$ cat src/rtl/ps2_pkg.sv
// ps2_pkg: shared constants and types for the PS/2 scancode receiver.
//   - prefix bytes (E0 extended, F0 break, E1 pause) and the E0-prefixed
//     fake-shift codes that the extended build suppresses
//   - frame FSM state encodings
//   - key event payload struct and the odd-parity helper
package ps2_pkg;

  localparam logic [7:0] PS2_PFX_EXT     = 8'hE0;
  localparam logic [7:0] PS2_PFX_BRK     = 8'hF0;
  localparam logic [7:0] PS2_PFX_PAUSE   = 8'hE1;
  localparam logic [7:0] PS2_FAKE_LSHIFT = 8'h12;
  localparam logic [7:0] PS2_FAKE_RSHIFT = 8'h59;

  // Glitch filter: ps2_clk must be high this many samples, then low as many.
  localparam int unsigned PS2_FILT_LEN = 4;
  localparam int unsigned PS2_HIST_W   = 2 * PS2_FILT_LEN;

  typedef enum logic [1:0] {
    ST_IDLE   = 2'd0,
    ST_DATA   = 2'd1,
    ST_PARITY = 2'd2,
    ST_STOP   = 2'd3
  } ps2_state_t;

  typedef struct packed {
    logic       make;
    logic [7:0] code;
    logic       ext;
  } key_event_t;

  // True when data bits plus parity bit carry an odd number of ones.
  function automatic logic odd_ok(input logic [7:0] data, input logic par);
    return ^{data, par};
  endfunction

endpackage

$ cat src/rtl/ps2_scancode_sync.sv
// ps2_sync: double-flop synchronisers for the raw PS/2 lines plus a
// falling-edge detector that only fires after 4 high samples followed by
// 4 low samples of the synchronised clock, rejecting short glitches.
//   clock, reset : system clock, async active-low reset
//   ps2_clk      : raw PS/2 clock line (asynchronous)
//   ps2_dat      : raw PS/2 data line (asynchronous)
//   fall         : one-cycle pulse on a filtered ps2_clk falling edge
//   dat          : synchronised ps2_dat
module ps2_sync
  import ps2_pkg::*;
(
  input  logic clock,
  input  logic reset,
  input  logic ps2_clk,
  input  logic ps2_dat,
  output logic fall,
  output logic dat
);

  localparam logic [PS2_HIST_W-1:0] FALL_PAT =
    {{PS2_FILT_LEN{1'b1}}, {PS2_FILT_LEN{1'b0}}};

  logic [1:0]            clk_meta;
  logic [1:0]            dat_meta;
  logic [PS2_HIST_W-1:0] hist;
  logic [PS2_HIST_W-1:0] hist_nxt;

  assign hist_nxt = {hist[PS2_HIST_W-2:0], clk_meta[1]};
  assign dat      = dat_meta[1];

  // Lines idle high, so the synchronisers and history reset to 1.
  always_ff @(posedge clock or negedge reset) begin
    if (!reset) begin
      clk_meta <= '1;
      dat_meta <= '1;
      hist     <= '1;
      fall     <= 1'b0;
    end else begin
      clk_meta <= {clk_meta[0], ps2_clk};
      dat_meta <= {dat_meta[0], ps2_dat};
      hist     <= hist_nxt;
      fall     <= (hist_nxt == FALL_PAT);
    end
  end

endmodule

$ cat src/rtl/ps2_scancode.sv
// ps2_scancode: PS/2 keyboard receiver turning raw frames into key events.
//   Parameters : CLK_KHZ (system clock in kHz), TIMEOUT_US (max gap between
//                ps2_clk falling edges inside one frame)
//   clock, reset      : system clock, async active-low reset
//   ps2_clk, ps2_dat  : raw PS/2 lines
//   strb              : one-cycle pulse qualifying make/code/ext
//   make              : 0 = pressed, 1 = released
//   code              : scancode without prefixes
//   ext               : code was E0-prefixed
//   err               : one-cycle pulse on a discarded frame
// Build option PS2_EXTENDED_EN: report E0 on ext and suppress the E0 12 /
// E0 59 fake shifts. Without it ext is 0 and E0 bytes are dropped.
module ps2_scancode
  import ps2_pkg::*;
#(
  parameter int unsigned CLK_KHZ    = 28000,
  parameter int unsigned TIMEOUT_US = 250
) (
  input  logic       clock,
  input  logic       reset,
  input  logic       ps2_clk,
  input  logic       ps2_dat,
  output logic       strb,
  output logic       make,
  output logic [7:0] code,
  output logic       ext,
  output logic       err
);

  localparam int unsigned TMO_CYC = CLK_KHZ * TIMEOUT_US / 1000;
  localparam int unsigned TMO_W   = $clog2(TMO_CYC + 1);
  localparam logic [TMO_W-1:0] TMO_LAST = TMO_W'(TMO_CYC - 1);

  logic             fall;
  logic             dat;
  ps2_state_t       state;
  logic [2:0]       bit_cnt;
  logic [7:0]       shreg;
  logic             par_ok;
  logic             brk;
  logic [TMO_W-1:0] tmo;
  key_event_t       ev;
`ifdef PS2_EXTENDED_EN
  logic             ext_flag;
`endif

  ps2_sync u_sync (
    .clock   (clock),
    .reset   (reset),
    .ps2_clk (ps2_clk),
    .ps2_dat (ps2_dat),
    .fall    (fall),
    .dat     (dat)
  );

  assign make = ev.make;
  assign code = ev.code;
  assign ext  = ev.ext;

  // Frame FSM, prefix tracking, timeout and registered event outputs.
  always_ff @(posedge clock or negedge reset) begin
    if (!reset) begin
      state    <= ST_IDLE;
      bit_cnt  <= '0;
      shreg    <= '0;
      par_ok   <= 1'b0;
      brk      <= 1'b0;
      tmo      <= '0;
      strb     <= 1'b0;
      err      <= 1'b0;
      ev       <= '{make: 1'b1, code: 8'h00, ext: 1'b0};
`ifdef PS2_EXTENDED_EN
      ext_flag <= 1'b0;
`endif
    end else begin
      strb <= 1'b0;
      err  <= 1'b0;

      if (state == ST_IDLE || fall) tmo <= '0;
      else                          tmo <= tmo + TMO_W'(1);

      if (state != ST_IDLE && !fall && tmo == TMO_LAST) begin
        // Line went quiet mid-frame: abandon it and any pending prefixes.
        state    <= ST_IDLE;
        err      <= 1'b1;
        brk      <= 1'b0;
`ifdef PS2_EXTENDED_EN
        ext_flag <= 1'b0;
`endif
      end else if (fall) begin
        case (state)
          ST_IDLE: begin
            // A high start bit is a false start and is ignored.
            if (!dat) begin
              state   <= ST_DATA;
              bit_cnt <= '0;
            end
          end
          ST_DATA: begin
            shreg   <= {dat, shreg[7:1]};
            bit_cnt <= bit_cnt + 3'd1;
            if (bit_cnt == 3'd7) state <= ST_PARITY;
          end
          ST_PARITY: begin
            par_ok <= odd_ok(shreg, dat);
            state  <= ST_STOP;
          end
          ST_STOP: begin
            state <= ST_IDLE;
            if (!dat || !par_ok) begin
              err      <= 1'b1;
              brk      <= 1'b0;
`ifdef PS2_EXTENDED_EN
              ext_flag <= 1'b0;
`endif
            end else if (shreg == PS2_PFX_BRK) begin
              brk <= 1'b1;
            end else if (shreg == PS2_PFX_EXT) begin
`ifdef PS2_EXTENDED_EN
              ext_flag <= 1'b1;
`endif
            end else if (shreg == PS2_PFX_PAUSE) begin
              brk <= brk;
`ifdef PS2_EXTENDED_EN
            end else if (ext_flag &&
                         (shreg == PS2_FAKE_LSHIFT || shreg == PS2_FAKE_RSHIFT)) begin
              // Fake shift injected around extended keys: swallow it.
              brk      <= 1'b0;
              ext_flag <= 1'b0;
`endif
            end else begin
              strb     <= 1'b1;
              ev.code  <= shreg;
              ev.make  <= brk;
              brk      <= 1'b0;
`ifdef PS2_EXTENDED_EN
              ev.ext   <= ext_flag;
              ext_flag <= 1'b0;
`else
              ev.ext   <= 1'b0;
`endif
            end
          end
          default: state <= ST_IDLE;
        endcase
      end
    end
  end

endmodule

$ cat config.mk
export PLATFORM = sky130hd
export DESIGN_NAME = ps2_scancode
export DESIGN_NICKNAME = d
export VERILOG_FILES = /design/src/rtl/ps2_pkg.sv /design/src/rtl/ps2_scancode_sync.sv /design/src/rtl/ps2_scancode.sv
export SDC_FILE = /design/constraint.sdc
export NUM_CORES = 1
export LEC_CHECK = 0
export CORE_ASPECT_RATIO = 1.75
export CORE_UTILIZATION = 55
export DETAILED_ROUTE_END_ITERATION = 7
export HOLD_SLACK_MARGIN = 0.15
export PLACE_DENSITY = 0.75
export REMOVE_ABC_BUFFERS = 1
export SYNTH_ARGS = -nofsm -noshare
export SYNTH_HDL_FRONTEND = slang
export SYNTH_SLANG_ARGS = --single-unit
$ cat constraint.sdc
create_clock -name clock -period 2.6 [get_ports clock]
set_clock_uncertainty 0.05 [all_clocks]
set_input_delay 0.26 -clock clock [delete_from_list [all_inputs] [get_ports clock]]
set_output_delay 0.26 -clock clock [all_outputs]
set_load 0.02 [all_outputs]
== Word level (Yosys, flattened, before mapping) ==
Index checks and enable logic that the tools add are counted.

* Logic and storage cells: 80
* Flip-flop bits (word level): 51

* Multiplexer cells: 26
* Add/sub/neg operators: 2
* Reduce and logical (&&, ||, !) cells: 19
* Equality and inequality tests: 14
* Bitwise logic cells: 5

{| class="wikitable"
|+ Operator list
! kind !! number
|-
| == test 8 bit, second input constant || 4
|-
| two-way mux 1 bit || 18
|-
| adder 13 x 1 -> 13 bit, second input constant || 1
|-
| == test 13 bit, second input constant || 1
|-
| two-way mux 13 bit || 1
|-
| AND reduction 3 bit || 3
|-
| XOR reduction 9 bit || 1
|-
| two-way mux 2 bit || 4
|-
| != test 4 bit, second input constant || 2
|-
| case mux 2 bit (4 select lines) || 1
|-
| AND reduction 4 bit || 2
|-
| nonzero test 2 bit || 4
|-
| AND reduction 7 bit || 1
|-
| != test 3 bit, second input constant || 2
|-
| case mux 3 bit (2 select lines) || 1
|-
| NOT 1 bit || 5
|-
| == test 2 bit, second input constant || 2
|-
| adder 3 x 1 -> 3 bit, second input constant || 1
|-
| == test 3 bit, second input constant || 1
|-
| zero test 1 bit || 3
|-
| two-way mux 3 bit || 1
|-
| == test 2 x 1 -> 1 bit, second input constant || 1
|-
| logical AND 1 bit || 2
|-
| zero test 2 bit || 1
|-
| 2 further kinds || 3
|}

== Logic depth before layout (Yosys ltp) ==
* Depth in word-level cells: 8
* Mapped depth: 7

== Modules after synthesis ==
From an unflattened synthesis, not the netlist that was laid out.

* Cells, all modules: 173
* Area total of the unflattened synthesis: 2,197.1 sq um

{| class="wikitable"
|+ By module, submodules not included
! module !! times used !! area an instance (sq um) !! cells each
|-
| ps2_scancode || 1 || 1,865.5 || 158
|-
| ps2_sync || 1 || 331.6 || 15
|}

== Least setup slack after synthesis ==
No wires, ideal clock.

* Path kind: register to register
* Start point: register state[0]
* End point: register state[1]
* Data arrival time: 1,707 ps
* Setup time: 122 ps
* Path slack: 721 ps
* Cell stages (with the launch flop): 8
* Cell sequence: dfrtp_1 -> inv_1 -> ha_1 -> or2_2 -> buf_6 -> nor4_4 -> o21ai_1 -> a32o_1

* Longest elaborated chain between the ends: 5
* Elaborated cells between the ends (all ways): 14
* Classes of those cells: 5 x eq/ne; 3 x mux; 6 x reduce/logical

{| class="wikitable"
|+ Ends and longest elaborated chain
! what !! line !! RTL
|-
| from (decl) || ps2_scancode.sv:36 || <nowiki>ps2_state_t state;</nowiki>
|-
| from (signal assigned) || ps2_scancode.sv:63 || <nowiki>state <= ST_IDLE;</nowiki>
|-
| from (signal assigned) || ps2_scancode.sv:84 || <nowiki>state <= ST_IDLE;</nowiki>
|-
| from (signal assigned) || ps2_scancode.sv:95 || <nowiki>state <= ST_DATA;</nowiki>
|-
| parallel branches: the longest is 5 deep, another holds case mux 2 bit (4 select lines) || -- ||
|}

Several ways; the timed one is not identified. The select of a mux whose other input is x is not followed.
A chain may end at the register's enable or synchronous reset.

== Final worst setup path ==
Ends and elaborated chain as after synthesis.

==> results_dict.tcl <==
set metrics [dict create \
    grt_pass1_wl_um 6640 \
    cts_buffer_depth 2 \
    clkSinkCount 51 \
    ir_drop_v 0.000605 \
    critPathCaptureType "register" \
    via_per_inst 5.69 \
    final_cell_mix "dfrtp_1 (39), mux2_2 (17), nand2_1 (13), clkdlybuf4s50_1 (13), dfstp_2 (12)" \
    critPathMaxFanout 15 \
    finalHoldViolations 0 \
    path_buf_inv 1 \
    clockPowerShare_pct 30.0 \
    tightest_slew_ns 1.02 \
    cts_inserted_buffers 5 \
    drive_above_1_share_pct 22.3 \
    antenna_found_initial 0 \
    fin_setup_tns_ns 0 \
    grt_pass1_vias 1489 \
    portBuffers 14 \
    power_density_nw_per_um2 640 \
    global_route.usage.total_pct 20.7 \
    crit_required_ns 2.74 \
    rsz0062_at_grt "false" \
    drc_errors 0 \
    die_area_sq_um 4370 \
    cts-root-buf "clkbuf_8" \
    arrival_ns 2.32 \
    holdWs_ns 0.306 \
    fillers 301 \
    fp.dieW_um 50.4 \
    diodes 0 \
    hp-class "in -> reg" \
    synth_top_family_by_area "simple AND/OR/NAND/NOR gates" \
    cp-startpoint "state[0]" \
    worstHoldStart "ps2_clk" \
    via_count 1393 \
    slew-limit-headroom_pct 32.3 \
    core-area_sq_um 3900 \
    wl_um 3790 \
    critPathSlowestCell "dfrtp_1" \
    yosysWarnings 0 \
    switching_share_pct 26.8 \
    cp.depth 6 \
    p_int_mw 1.18 \
    setup_violations 0 \
    synth-main-ff-cell "dfrtp_1" \
    slew_viol_final 0 \
    initial_core_util_pct 57.8 \
    rows 30 \
    slowest_delay_ns 0.44 \
    synth.avg_cell_area_sq_um 12.6 \
    rr_worst_depth 6 \
    p_sw_mw 0.431 \
    p_seq_share_pct 57.1 \
    syn_inst 179 \
    die_h_um 86.7 \
    antenna_left 0 \
    outcome "completed" \
    syn_to_final_growth_pct 11.7 \
    cap_violations 0 \
    hpwl_um 2730 \
    synth_seq_area_share_pct 57.3 \
    syn_area_sq_um 2250 \
    rr_startpoint "state[0]" \
    routedWlPerCell_um 15.5 \
    grt_max_degree 49 \
    synth-adder-area-share_pct 3.88 \
    cts_tree "built" \
    synth-seq-cells 51 \
    firstDrtPassIters 4 \
    postCtsSetupBuffers 0 \
    async_reset_ff_share_pct 100 \
    nets 207 \
    max_freq_mhz 459 \
    worstSetupPathType "reg -> reg" \
    clk_pin_slew_ns 0.08 \
    final_common_cell "dfrtp_1" \
    post-route-period-util_pct 83.8 \
    comb_power_share_pct 13.0 \
    start_kind "register" \
    leakagePower_nw 1.15 \
    grt_overflow 0 \
    synth_edf_count 0 \
    crit_family "simple AND/OR/NAND/NOR gates" \
    ys_types 40 \
    synthXorXnorAreaFrac_pct 6.44 \
    pin_count 16 \
    drtIter0Drc 38 \
    cts_resized 0 \
    synth-simple-area-share_pct 12.9 \
    h-tree-depth 2 \
    synth_compound_area_share_pct 6.60 \
    hold_depth 1 \
    worstPathCellList "inv_1 -> ha_1 -> or2_2 -> nor4_4 -> o21ai_1 -> a32o_1" \
    globalplace.congestion 0.743 \
    fin_crit_ns 2.18 \
    clk_latency_ns 0.31 \
    synthMuxAreaShare_pct 9.38 \
]
==> worst register-to-register path: cells and delay by family, from the launching register on <==
family / cells / cell delay, ns
AO/OA/AOI/OAI: 2 / 0.37
adder cells (fa/ha/maj): 1 / 0.26
buffers and inverters: 1 / 0.10
flip-flops: 1 / 0.44
AND/OR/NAND/NOR: 2 / 0.85
==> kinds of logic (layout without fill, tap and decap cells) <==
| kind of cell | count (synthesis) | after routing |
|---|---|---|
| multiplexers | 19 | 19 |
| flip-flops | 51 | 51 |
| adder cells (fa/ha/maj) | 7 | 7 |
| AO/OA/AOI/OAI | 20 | 20 |
| XOR/XNOR | 15 | 15 |
| AND/OR/NAND/NOR | 53 | 53 |
| buffers and inverters | 13 | 31 |
| other | 1 | 1 |
==> layer usage <==
metal / track usage, % / up-vias / share of wire, %
met3: 4.91 / 7 / 2.3
met4: 9.85 / 0 / 2.3
met1: 20.8 / 714 / 38
li1: - / 651 / -
met2: 38.5 / 21 / 57
met5: 0 / - / 0
==> cells in the mapped netlist (all sizes together), types with 3 or more instances <==
cell	number	area [sq um]
nor3	6	30.0
dfrtp	39	976
inv	7	26.3
nand4	5	31.3
nand3	5	25.0
buf	4	41.3
xnor2	9	78.8
mux2	17	191
nand2	13	48.8
xor2	5	43.8
dfstp	12	315
o21ai	6	30.0
ha	7	87.6
a21oi	5	28.8
or3	3	18.8
nor2	11	41.3
==> state kept, by name, summed over array words and instances (netlist names), 2 cells and up <==
name             count
u_sync.hist          7
shreg                8
u_sync.dat_meta      2
u_sync.clk_meta      2
code                 8
tmo                 13
bit_cnt              3
state                2
==> layout make-up <==
| cell class | instances | area [sq um] | share of cell area, % |
|---|---|---|---|
| timing repair buffer | 16 | 153 | 6.06 |
| multi-input combinational | 115 | 887 | 35.2 |
| clock buffer | 8 | 100 | 3.98 |
| tap | 48 | 60.1 | 2.39 |
| sequential | 51 | 1290 | 51.3 |
| inverter | 7 | 26.3 | 1.04 |
==> path summary, 6_finish.rpt <==
check / endpoint / slack (ns)
max in group asynchronous: u_sync.hist[1] / 1.15
min: u_sync.clk_meta[0] / 0.31
max: state[1] / 0.42
min reg2reg: u_sync.clk_meta[1] / 0.31
min in group asynchronous: tmo[0] / 0.62
max reg2reg: state[1] / 0.42
==> stage by stage <==
stage / power [mW] / area [sq um] / worst slack (ns) / std cells / util [%]
finish: 1.61 / 2520 / 0.421 / 245 / 64.5
detailed placement: 1.14 / 2410 / 0.480 / 236 / 61.7
floorplan: 1.07 / 2200 / 0.697 / 173 / -
global placement: 1.12 / 2410 / 0.611 / 236 / 61.7
CTS: 1.63 / 2520 / 0.445 / 245 / 64.5
global route: 1.69 / 2520 / 0.343 / 245 / 64.5
==> repair_timing <==
action,in CTS,in global routing
hold buffers,1,0
setup endpoints to repair,0,0
endpoints found under the hold margin,39,0
==> power by group through the flow <==
stage          combinational [mW]  clock, mW  sequential [mW]
3_5_place_dp                0.209          0            0.933
4_1_cts                     0.210      0.500            0.918
2_1_floorplan               0.153          0            0.915
6_report                    0.209      0.483            0.919
3_3_place_gp                0.195          0            0.928
5_1_grt                     0.241      0.528            0.926
Power figures use the tool's default switching activity.
